--- src/rtl/button_event_detector.sv ---
// Push-button front end: synchronise, debounce and classify into one-cycle event pulses.
// Define DOUBLE_CLICK_EN to add the double-click window (WAIT2 state, DCLICK_P output).
module button_event_detector #(
    parameter int DEBOUNCE_LIMIT = 120_000,
    parameter int LONG_LIMIT     = 6_000_000,
    parameter int DCLICK_LIMIT   = 3_600_000,
    parameter bit ACTIVE_LOW     = 1'b0
) (
    input  logic CLK,
    input  logic RST,
    input  logic SW2,
    output logic HELD,
    output logic PRESS_P,
    output logic RELEASE_P,
    output logic CLICK_P,
    output logic LONG_P,
    output logic DCLICK_P
);

    localparam int DW = $clog2(DEBOUNCE_LIMIT);
    localparam int HW = $clog2(LONG_LIMIT);
    localparam logic [DW-1:0] DB_MAX   = DW'(DEBOUNCE_LIMIT - 1);
    localparam logic [HW-1:0] HOLD_MAX = HW'(LONG_LIMIT - 1);

`ifdef DOUBLE_CLICK_EN
    localparam int WW = $clog2(DCLICK_LIMIT);
    localparam logic [WW-1:0] WIN_MAX = WW'(DCLICK_LIMIT - 1);

    typedef enum logic [1:0] {IDLE, PRESSED, LONG, WAIT2} state_t;
`else
    typedef enum logic [1:0] {IDLE, PRESSED, LONG} state_t;
`endif

    logic          sync1;
    logic          sync2;
    logic          pressed_sync;
    logic          stable;
    logic          stable_prev;
    logic [DW-1:0] db_cnt;
    logic          rise;
    logic          fall;

    state_t        state;
    state_t        state_n;
    logic [HW-1:0] hold_cnt;
    logic [HW-1:0] hold_n;
    logic          click_n;
    logic          long_n;

`ifdef DOUBLE_CLICK_EN
    logic          second;
    logic          second_n;
    logic [WW-1:0] win_cnt;
    logic [WW-1:0] win_n;
    logic          dclick_n;
`endif

    // Sync flops idle at the raw released level so reset never looks like a press.
    always_ff @(posedge CLK) begin
        if (RST) begin
            sync1 <= ACTIVE_LOW;
            sync2 <= ACTIVE_LOW;
        end else begin
            sync1 <= SW2;
            sync2 <= sync1;
        end
    end

    assign pressed_sync = sync2 ^ ACTIVE_LOW;

    always_ff @(posedge CLK) begin
        if (RST) begin
            stable <= 1'b0;
            db_cnt <= '0;
        end else if (pressed_sync == stable) begin
            db_cnt <= '0;
        end else if (db_cnt == DB_MAX) begin
            stable <= ~stable;
            db_cnt <= '0;
        end else begin
            db_cnt <= db_cnt + 1'b1;
        end
    end

    always_ff @(posedge CLK) begin
        if (RST) begin
            stable_prev <= 1'b0;
        end else begin
            stable_prev <= stable;
        end
    end

    assign rise = stable & ~stable_prev;
    assign fall = ~stable & stable_prev;

    always_ff @(posedge CLK) begin
        if (RST) begin
            state    <= IDLE;
            hold_cnt <= '0;
`ifdef DOUBLE_CLICK_EN
            second   <= 1'b0;
            win_cnt  <= '0;
`endif
        end else begin
            state    <= state_n;
            hold_cnt <= hold_n;
`ifdef DOUBLE_CLICK_EN
            second   <= second_n;
            win_cnt  <= win_n;
`endif
        end
    end

    // A release on the same cycle the hold limit is reached takes the short-press path.
    always_comb begin
        state_n = state;
        hold_n  = hold_cnt;
        click_n = 1'b0;
        long_n  = 1'b0;
`ifdef DOUBLE_CLICK_EN
        second_n = second;
        win_n    = win_cnt;
        dclick_n = 1'b0;
`endif
        case (state)
            IDLE: begin
                if (rise) begin
                    state_n = PRESSED;
                    hold_n  = '0;
`ifdef DOUBLE_CLICK_EN
                    second_n = 1'b0;
`endif
                end
            end
            PRESSED: begin
                if (fall) begin
`ifdef DOUBLE_CLICK_EN
                    if (second) begin
                        state_n = IDLE;
                    end else begin
                        state_n = WAIT2;
                        win_n   = '0;
                    end
`else
                    state_n = IDLE;
                    click_n = 1'b1;
`endif
                end else if (hold_cnt == HOLD_MAX) begin
                    state_n = LONG;
                    long_n  = 1'b1;
                end else begin
                    hold_n = hold_cnt + 1'b1;
                end
            end
            LONG: begin
                if (fall) begin
                    state_n = IDLE;
                end
            end
`ifdef DOUBLE_CLICK_EN
            // At window expiry the pending click is emitted; a coincident press starts fresh.
            WAIT2: begin
                if (win_cnt == WIN_MAX) begin
                    click_n = 1'b1;
                    if (rise) begin
                        state_n  = PRESSED;
                        hold_n   = '0;
                        second_n = 1'b0;
                    end else begin
                        state_n = IDLE;
                    end
                end else if (rise) begin
                    dclick_n = 1'b1;
                    state_n  = PRESSED;
                    hold_n   = '0;
                    second_n = 1'b1;
                end else begin
                    win_n = win_cnt + 1'b1;
                end
            end
`endif
            default: begin
                state_n = IDLE;
            end
        endcase
    end

    always_ff @(posedge CLK) begin
        if (RST) begin
            HELD      <= 1'b0;
            PRESS_P   <= 1'b0;
            RELEASE_P <= 1'b0;
            CLICK_P   <= 1'b0;
            LONG_P    <= 1'b0;
        end else begin
            HELD      <= stable;
            PRESS_P   <= rise;
            RELEASE_P <= fall;
            CLICK_P   <= click_n;
            LONG_P    <= long_n;
        end
    end

`ifdef DOUBLE_CLICK_EN
    always_ff @(posedge CLK) begin
        if (RST) begin
            DCLICK_P <= 1'b0;
        end else begin
            DCLICK_P <= dclick_n;
        end
    end
`else
    assign DCLICK_P = 1'b0;
`endif

endmodule

--- config.mk ---
export PLATFORM = sky130hd
export DESIGN_NAME = button_event_detector
export DESIGN_NICKNAME = d
export VERILOG_FILES = /design/src/rtl/button_event_detector.sv
export SDC_FILE = /design/constraint.sdc
export NUM_CORES = 1
export LEC_CHECK = 0
export CAP_MARGIN = 40
export CELL_PAD_IN_SITES_DETAIL_PLACEMENT = 0
export CELL_PAD_IN_SITES_GLOBAL_PLACEMENT = 2
export CORE_ASPECT_RATIO = 1.5
export CORE_MARGIN = 5
export CORE_UTILIZATION = 40
export CTS_BUF_LIST = sky130_fd_sc_hd__clkbuf_8
export DETAILED_ROUTE_END_ITERATION = 10
export PLACE_DENSITY_LB_ADDON = 0.1
export SYNTH_ARGS = -nofsm -noshare
export SYNTH_HDL_FRONTEND = slang
export SYNTH_SLANG_ARGS = --single-unit
--- constraint.sdc ---
create_clock -name CLK -period 4.3 [get_ports CLK]
set_clock_uncertainty 0.05 [all_clocks]
set_input_delay 1.075 -clock CLK [delete_from_list [all_inputs] [get_ports CLK]]
set_output_delay 1.075 -clock CLK [all_outputs]
set_load 0.1 [all_outputs]
# Word level (Yosys, flattened, before mapping)
# Index checks and enable logic that the tools add are counted.
# totals
in_bits,3
latchBits,0
register_bits,50
ramBits,0
word_cells,48
memories,0
mem_bits_ro,0
out_inout_bits,6
# classes
div,0
eq_ne,10
n_lt_le_gt_ge,0
n_addsub,2
bitwise_logic,6
multipliers,0
shift,0
mux,11
reduce_logical,8
# ops
operator,n
2-to-1 mux 23 bit,3
case mux 23 bit (2 select lines),1
adder 23 x 1 -> 23 bit (second input constant),1
equality test 23 bit (second input constant),1
adder 17 x 1 -> 17 bit (second input constant),1
equality test 17 bit (second input constant),1
2-to-1 mux 2 bit,4
!= test 2 bit (second input constant),4
case mux 2 bit (3 select lines),1
OR reduction 3 bit,2
NOT 1 bit,4
AND reduction 4 bit,1
!= test 3 bit (second input constant),1
AND reduction 3 bit,1
bitwise AND 1 bit,2
equality test 2 x 1 -> 1 bit (second input constant),1
equality test 2 bit (second input constant),1
zero test 2 bit,1
2-to-1 mux 1 bit,2
AND reduction 2 bit,1
nonzero test 2 bit,1
OR reduction 2 bit,1
equality test 1 bit,1

# Logic depth before layout (Yosys ltp)
# Gate-level depths: netlist of the first run.
# depth
depth_word,4
depth_mapped,9
mapped_depth_nobuf,7

# Least setup slack after synthesis of the first run
# OpenSTA, ideal clock, no wires.
# synth_path
path_type,in2reg
from,input RST
to,register hold_cnt[11]
arrival_ns,2.427
path_buffers,2
path_slack_ns,1.755
setup_ns,0.069
path_stages,8
required_time_ns,4.181
cell_sequence,nor2_1 and2_1 clkbuf_1 nand2_1 or2_1 buf_6 or4_1 o21ai_1
# synth_lines
item,line,text
start: declaration,10,"input logic RST,"
end signal: assignment,106,hold_cnt <= hold_n;
end: declaration,45,logic [HW-1:0] hold_cnt;

==> run summary, run 1 <==
The count of maximum capacitance violations is 0. The logs give 0 for the number of antenna violations at the first check in global routing and 44 for the number of library cell types mapped by synthesis. After layout, the worst path uses 67.3% of the clock period.

TritonCTS built the clock tree. Setup violations remaining at the end of the flow were counted as 0. By area the synthesized netlist is led by dfxtp_1 (43%), nor2_1 (6.8%), nand2_1 (4.7%), o21ai_0 (4.5%), nand3_1 (3.0%). Of the cells placed in the final design, the portion with a size suffix greater than 1 is 7.02%. The highest ir drop seen on vdd was 0.168 mV. The detail route stage leaves a number of antenna-violating nets equal to 0. STA classifies the critical path startpoint as a primary input. The routed design could run at a clock period as short as 2.89 ns.

The highest clock rate was 0.346 GHz. For this run, the post-layout net count is 303. By instance count, the leading cell after synthesis is dfxtp_1.

STA classifies the critical path endpoint as a register. The run gives 34 as the cell row count. Ranked by instance count, the synthesized netlist is headed by dfxtp_1 (50), nor2_1 (42), nand2_1 (29). The average instance in the mapped netlist occupies 8.04 µm². Post-detailed-routing wire length: 5540 µm. The via count of the first global-routing pass was 2058; the DRC violation count after routing was 0. Setup repair after global routing left no endpoint under its margin. The number of flops mapped to enable cells by yosys is 0, and the total clock buffers created by CTS is 5. The tools report the number of clock sinks as 50.

Summed over its instances, the top area cell type makes up 43.2% of the synthesized netlist area. The number of resized instances in the post-cts repair step is 0, and the remaining global-route overflow is 0. The tools report the number of search-and-repair iterations in the first detailed-routing pass as 4.

The post-synthesis sequential element count works out to 50. The total area inside the core boundary comes to 5700 µm². The logs give 4.48 ns for the required arrival time at the worst endpoint and 0.000816 µW for the leakage dissipation. The Yosys step of the flow raised 0 warnings. The count of pins over their slew limit was 0. The combined global-route utilization of all metal layers came out at 17.1%. The worst hold path belongs to the class register to register. The data arrival time at the worst-slack endpoint was 3.08 ns; the initial detailed-routing violation count was 128.

From synthesis to final layout, the design area changed by 14.1%. Along the worst path, the maximum fanout reaches 15. The logs give 0.30 ns for the latest clock arrival within the worst-skew pair and 7440 µm² for the overall die area. After clock tree synthesis, the clock-pin slew on the worst setup and hold paths is 0.10 ns. Measured against its own limit, the worst slew margin works out to 57.8%. The transition time at the pin with the least slew margin came out at 0.631 ns. The tools report the end-of-flow core utilization as 46.4%.

Dividing the detail-routed wire length by the instance count gives 14.9 µm. Power spread over the standard cell area amounts to 332 nW/µm². In this run the vertical extent of the chip is 103 µm. The mapped netlist covers 2320 µm². The die span in x was 72.1 µm; the final antenna diode count was 0. The tools report the filler cell count in the final layout as 613. The number of endpoints with negative hold slack in the final report came out at 0.

Type of the worst setup path: primary input to register. The cell sitting at the root of the clock tree is a clkbuf_8. The flow ran to the end, and the final reports show no timing, DRC or antenna violations. Library cell occupying the most area in the post-synthesis netlist: dfxtp_1. The most used flip-flop cell after synthesis is dfxtp_1.

When the netlist entered floorplanning its net count stood at 293. Entering global routing, the biggest net connects 18 pins. For the clock tree buffer depth, the log shows 2. The number of cells produced by synthesis came out at 288.

Pin placement for this block handled 9 I/O pins. The sequential cell area is 1000 µm², and the cts-stage hold buffer count is 0. The initial utilization of the core area, before any placement, comes to 40.6%.

The share of async-settable or async-resettable flops after synthesis came out at 0%. The global-route wire length before repair was 9980 µm. At the end of routability-driven placement, the weighted congestion stood at 0.754.

The total half-perimeter wirelength after legalization and detailed placement came out at 4110 µm. The number of levels in the clock H-tree is 2. Setup total negative slack on the finished layout was measured at 0 ns. The final route contains 1999 vias. Summing all multi-input logic gate instances after layout gives 1210 µm².

The share of synthesized area occupied by flip-flops and latches was 43.2%; the detail-routed via count per cell was 5.39. The quantity of I/O buffers inserted on ports is 7, and the number of post-CTS setup repair buffers is 0.
## cells by family after synthesis
logic type,count (synthesis),share of synthesized area [%]
mux,1,0.432
fa+ha+maj,2,1.08
compound gates,57,14.6
simple gates,139,29.8
buf+inv,22,4.59
other cells,1,0.162
flops,50,43.2
xor+xnor,16,6.05
## placed cells by master, fill, tap and decap left out, types with 2 or more instances in the layout
cell type        instances
dfxtp_1                 50
nor2_1                  42
nand3_1                 14
or4_1                    3
or3_1                    6
o31ai_1                  8
a21oi_1                 10
xor2_1                   8
o21ai_1                  4
and2_1                   3
nor3_1                   5
nand4_1                 10
and3_1                   2
a31oi_1                  5
clkbuf_8                 5
a211oi_1                 2
bufinv_16                2
nand2b_1                 5
nand2_1                 29
nor4_1                   7
or2_1                    2
clkdlybuf4s50_1          7
ha_1                     2
inv_1                   11
buf_8                    5
xnor2_1                  8
o21ai_0                 21
nor2b_1                  4
## state kept, by name (all words and copies together), names as in the netlist
signal,cells
LONG_P,1
RELEASE_P,1
stable,1
pressed_sync,1
db_cnt,17
hold_cnt,23
state,2
sync1,1
PRESS_P,1
CLICK_P,1
HELD,1
## per-stage QoR
| stage | instance area [µm²] | hold WS, ns | power, µW | worst slack, ns | std cells |
|---|---|---|---|---|---|
| 2_1_floorplan | 2320 | 0.364 | 489 | 1.75 | 288 |
| 3_3_place_gp | 2420 | 0.381 | 494 | 1.15 | 357 |
| 3_5_place_dp | 2500 | 0.380 | 495 | 1.09 | 363 |
| 4_1_cts | 2640 | 0.407 | 890 | 1.41 | 371 |
| 5_1_grt | 2640 | 0.432 | 912 | 1.27 | 371 |
| 6_report | 2640 | 0.405 | 878 | 1.41 | 371 |
## routing by layer
metal  vias up  track usage, %  part of all wire, %
met5         -               0                    0
met4         0            6.80                  1.4
li1       1025               -                    -
met3         4            3.00                  2.1
met2        19            31.8                   55
met1       951            18.9                   41
## path summary, 6_finish.rpt
kind	end	from	depth (start not counted)	slack (ns)
worst min register to register	pressed_sync	sync1	1	0.40
worst max register to register	db_cnt[12]	db_cnt[0]	7	1.95
worst max-delay path	hold_cnt[11]	RST	8	1.41
worst min-delay path	pressed_sync	sync1	1	0.40
## area by class of cell
class | instances | share of cell area, %
multi-input combinational | 216 | 45.7
timing repair buffer | 14 | 6.20
tap | 72 | 3.41
sequential | 50 | 37.9
clock buffer | 5 | 2.60
inverter | 11 | 1.56
clock inverter | 3 | 2.60
## worst max-delay path: stages
cell and delay (ns):
clkdlybuf4s50_1 0.40, buf_4 0.19, nor2_1 0.12, and2_1 0.25, nand2_1 0.16, or2_1 0.35, or4_1 0.42, o21ai_1 0.12
## where the power goes
part / switching (µW) / leakage, µW / internal [µW]
Sequential: 1.77 / 0.000403 / 465
Combinational: 12.2 / 0.000345 / 5.44
Clock: 160 / 0.0000683 / 233
Note: power is estimated with default switching activity, not from simulation.
==> run 2, diff against run 1 <==
--- a/config.mk
+++ b/config.mk
@@ -10,7 +10,7 @@
 export CELL_PAD_IN_SITES_GLOBAL_PLACEMENT = 2
 export CORE_ASPECT_RATIO = 1.5
 export CORE_MARGIN = 5
-export CORE_UTILIZATION = 40
+export CORE_UTILIZATION = 34
 export CTS_BUF_LIST = sky130_fd_sc_hd__clkbuf_8
 export DETAILED_ROUTE_END_ITERATION = 10
 export PLACE_DENSITY_LB_ADDON = 0.1
==> constraint.sdc (replaced) <==
create_clock -name CLK -period 2.5 [get_ports CLK]
set_clock_uncertainty 0.05 [all_clocks]
set_input_delay 0.625 -clock CLK [delete_from_list [all_inputs] [get_ports CLK]]
set_output_delay 0.625 -clock CLK [all_outputs]
set_load 0.1 [all_outputs]
==> run summary, run 2 (synthesis gave the netlist of run 1 again) <==
The delay of the slowest critical-path stage is 0.58 ns (+0.16 ns). The worst setup path is captured at a register. The power per cell area came out at 534 nW/µm² (+61%). The tools report the maximum number of pins on one net before global-route repair as 18 (unchanged). Type of the most critical hold path: register to register. The setup path with the least slack is of type register to register. The top cell types in the final layout, fill and taps aside, are dfxtp_1 (50), nor2_1 (42), nand2_1 (29). The number of nets still failing antenna checks after routing is 0 (unchanged). The run gives 39.4% (-7.0 points) as the end-of-flow core utilization. Highest clock rate: 0.482 GHz. The logs give 309 µW (+77%) for the switching power total and 0 (unchanged) for the final antenna diode count.

The number of antenna violations at the first check in global routing is 0 (unchanged). The number of resized instances in the post-cts repair step is 0 (unchanged), and the filler cell count in the final layout is 718 (+17%). Cell repeated most along the worst path: nand3_1. For the final number of setup-violating endpoints, the log shows 0 (unchanged).

Latest clock arrival within the worst-skew pair: 0.30 ns (about the same). The startpoint type of the worst setup path was a register. Register with the most flip-flops: hold_cnt. The tools report the global placement routability congestion as 0.788 (+4.5%).

The startpoint identified for the worst register-to-register timing path is hold_cnt[1]. The total half-perimeter wirelength after legalization and detailed placement is 4490 µm (+9.5%). The number of stages on the worst hold path came out at 1 (unchanged). The tools report the overall die area as 8600 µm² (+15%).

The total I/O pin count is 9 (unchanged), and the part of the power in combinational logic is 2.4% (+0.4 points). The clock transition at the registers of the reported paths works out to 0.10 ns (about the same). Hold path endpoint: pressed_sync. The layout-stage area growth over the synthesis result is 15.0%. Clock tree root driver cell: clkbuf_8. The detail-routed via count per cell is 5.21 (-3.4%). The number of endpoints with negative hold slack in the final report was 0 (unchanged). The quantity of I/O buffers inserted on ports was 7 (unchanged). The depth of the worst register-to-register path came out at 7 (unchanged).

The leakage dissipation came out at 0.000862 µW (+5.6%). The tools report the combined global-route utilization of all metal layers as 14.7% (-2.4 points). The tools report the power share of the sequential group as 56.5% (+3.3 points). The run gives 4 (unchanged) as the number of search-and-repair iterations in the first detailed-routing pass. TritonCTS built the clock tree. For the clock tree buffer depth, the log shows 2 (unchanged). The post-route non-filler standard cell count was 387 (+4.3%); the initial standard-cell utilization of the core was 34.3% (-6.4 points).

The die span in x came out at 77.4 µm (+7.3%). The logs give 92 (-28%) for the initial detailed-routing violation count and 0 (unchanged) for the remaining global-route overflow. The tools report the cell row count as 37 (+8.8%). The run gives 2015 (+0.80%) as the total number of vias.

The required arrival time at the worst endpoint is 2.68 ns (-1.80 ns). In the final layout, the registers with the most flip-flops are hold_cnt (23), db_cnt (17), state (2). The ratio of cells with drive above 1 in the final layout is 11.7% (+4.6 points). DRC violation count after routing: 0 (unchanged). The run gives 0 (unchanged) as the cts-stage hold buffer count. The most critical setup path has its startpoint at hold_cnt[1]. The number of clock sinks is 50 (unchanged), and the number of levels in the clock H-tree is 2 (unchanged). The data arrival time at the worst-slack endpoint is 2.25 ns (-0.83 ns), and the total clock buffers created by CTS is 5 (unchanged). The tools report the number of post-CTS setup repair buffers as 0 (unchanged). The slowest stage of the critical path belongs to the cell or4_1. The run finished with clean final reports. The setup TNS after final layout is 0 ns (unchanged). Setup repair after global routing left no endpoint under its margin. The per-cell routed wire length came out at 15.4 µm (+3.3%). The library cell used most frequently in the layout, excluding fill and tap cells, is dfxtp_1. For the highest ir drop seen on vdd, the log shows 0.265 mV (+57%). For the setup slack of the worst register-to-register path, the log shows 0.43 ns (-1.52 ns). The via count of the first global-routing pass was 2055 (-0.15%); the post-detailed-routing wire length was 5970 µm (+7.8%). The largest fanout of any net on the critical path works out to 5 (-10). Global-route wire length before repair: 10300 µm (+3.1%).

The total core area is 6760 µm² (+19%), and the ratio of final minimum period to clock period is 83.0%. The routed design could run at a clock period as short as 2.07 ns. The final-stage net count is 313 (+3.3%).

The end of the worst register-to-register path was hold_cnt[20]. The flip-flop count of the largest register after layout works out to 23 (unchanged). For the count of pins over their slew limit, the log shows 0 (unchanged). The count of maximum capacitance violations is 0 (unchanged).

The signal on the critical path passes through ha_1, nand3_1, buf_4, or4_1, nor2_1, nand3_1, o31ai_1. The share of total power consumed by net switching is 21.7% (+1.9 points), and the clock power share is 41.1% (-3.7 points). The launch instance of the worst min-delay path is sync1.

The vertical die dimension is 111 µm (+7.6%), and the internal power is 1110 µW (+58%). The tools report the number of instances in the placed design as 379 (+4.4%).
==> run 2: cell count changes in the layout (fill, tap and decap cells not counted), sizes merged <==
cell / delta
buf: +15
bufinv: -1
inv: +1
clkdlybuf4s50: -5
==> run 2: how the worst max path moves through the flow <==
stage                   end  slack [ns]  cells past startpoint
6_report       hold_cnt[20]        0.43                      7
5_1_grt          db_cnt[11]        0.25                      9
4_1_cts        hold_cnt[20]        0.39                      7
3_5_place_dp   hold_cnt[11]        0.19                      7
3_3_place_gp   hold_cnt[22]        0.12                      5
2_1_floorplan   hold_cnt[5]        0.27                      7
==> run 2: per-stage QoR <==
step / worst slack, ns / hold slack, ns / area, µm² / total power (µW)
3_5_place_dp: 0.187 / 0.387 / 2550 / 856
2_1_floorplan: 0.266 / 0.364 / 2320 / 842
5_1_grt: 0.249 / 0.426 / 2660 / 1480
3_3_place_gp: 0.117 / 0.383 / 2540 / 853
6_report: 0.425 / 0.411 / 2660 / 1420
4_1_cts: 0.390 / 0.417 / 2660 / 1450
==> run 2: metal layers <==
layer | routed length, µm | track usage (%) | vias up
li1 | - | - | 1042
met4 | 97 | 4.93 | 0
met1 | 2490 | 16.8 | 953
met3 | 87 | 2.36 | 7
met2 | 3300 | 27.1 | 13
met5 | 0 | 0 | -
==> run 2: power by group through the flow <==
stage,logic (µW),registers (µW),clock network (µW)
final,33.7,803,584
after global routing,37.0,804,641
after CTS,34.3,803,609
after detailed placement,34.2,822,0
after global placement,31.6,822,0
after floorplan,21.1,821,0
==> run 2: worst max-delay path: cells and delay by family (launching register included) <==
family	cells	cell delay, ns
adder cells (fa/ha/maj)	1	0.21
buffers and inverters	1	0.18
flip-flops	1	0.45
AND/OR/NAND/NOR	4	0.94
AO/OA/AOI/OAI	1	0.18
==> run 2: cell type report <==
type                       count  area [µm²]  share of cell area [%]
multi-input combinational    216        1210                    45.4
tap                           78        97.6                    3.67
sequential                    50        1000                    37.6
clock buffer                   5        68.8                    2.58
timing repair buffer          24         201                    7.57
clock inverter                 3        43.8                    1.64
inverter                      11        41.3                    1.55
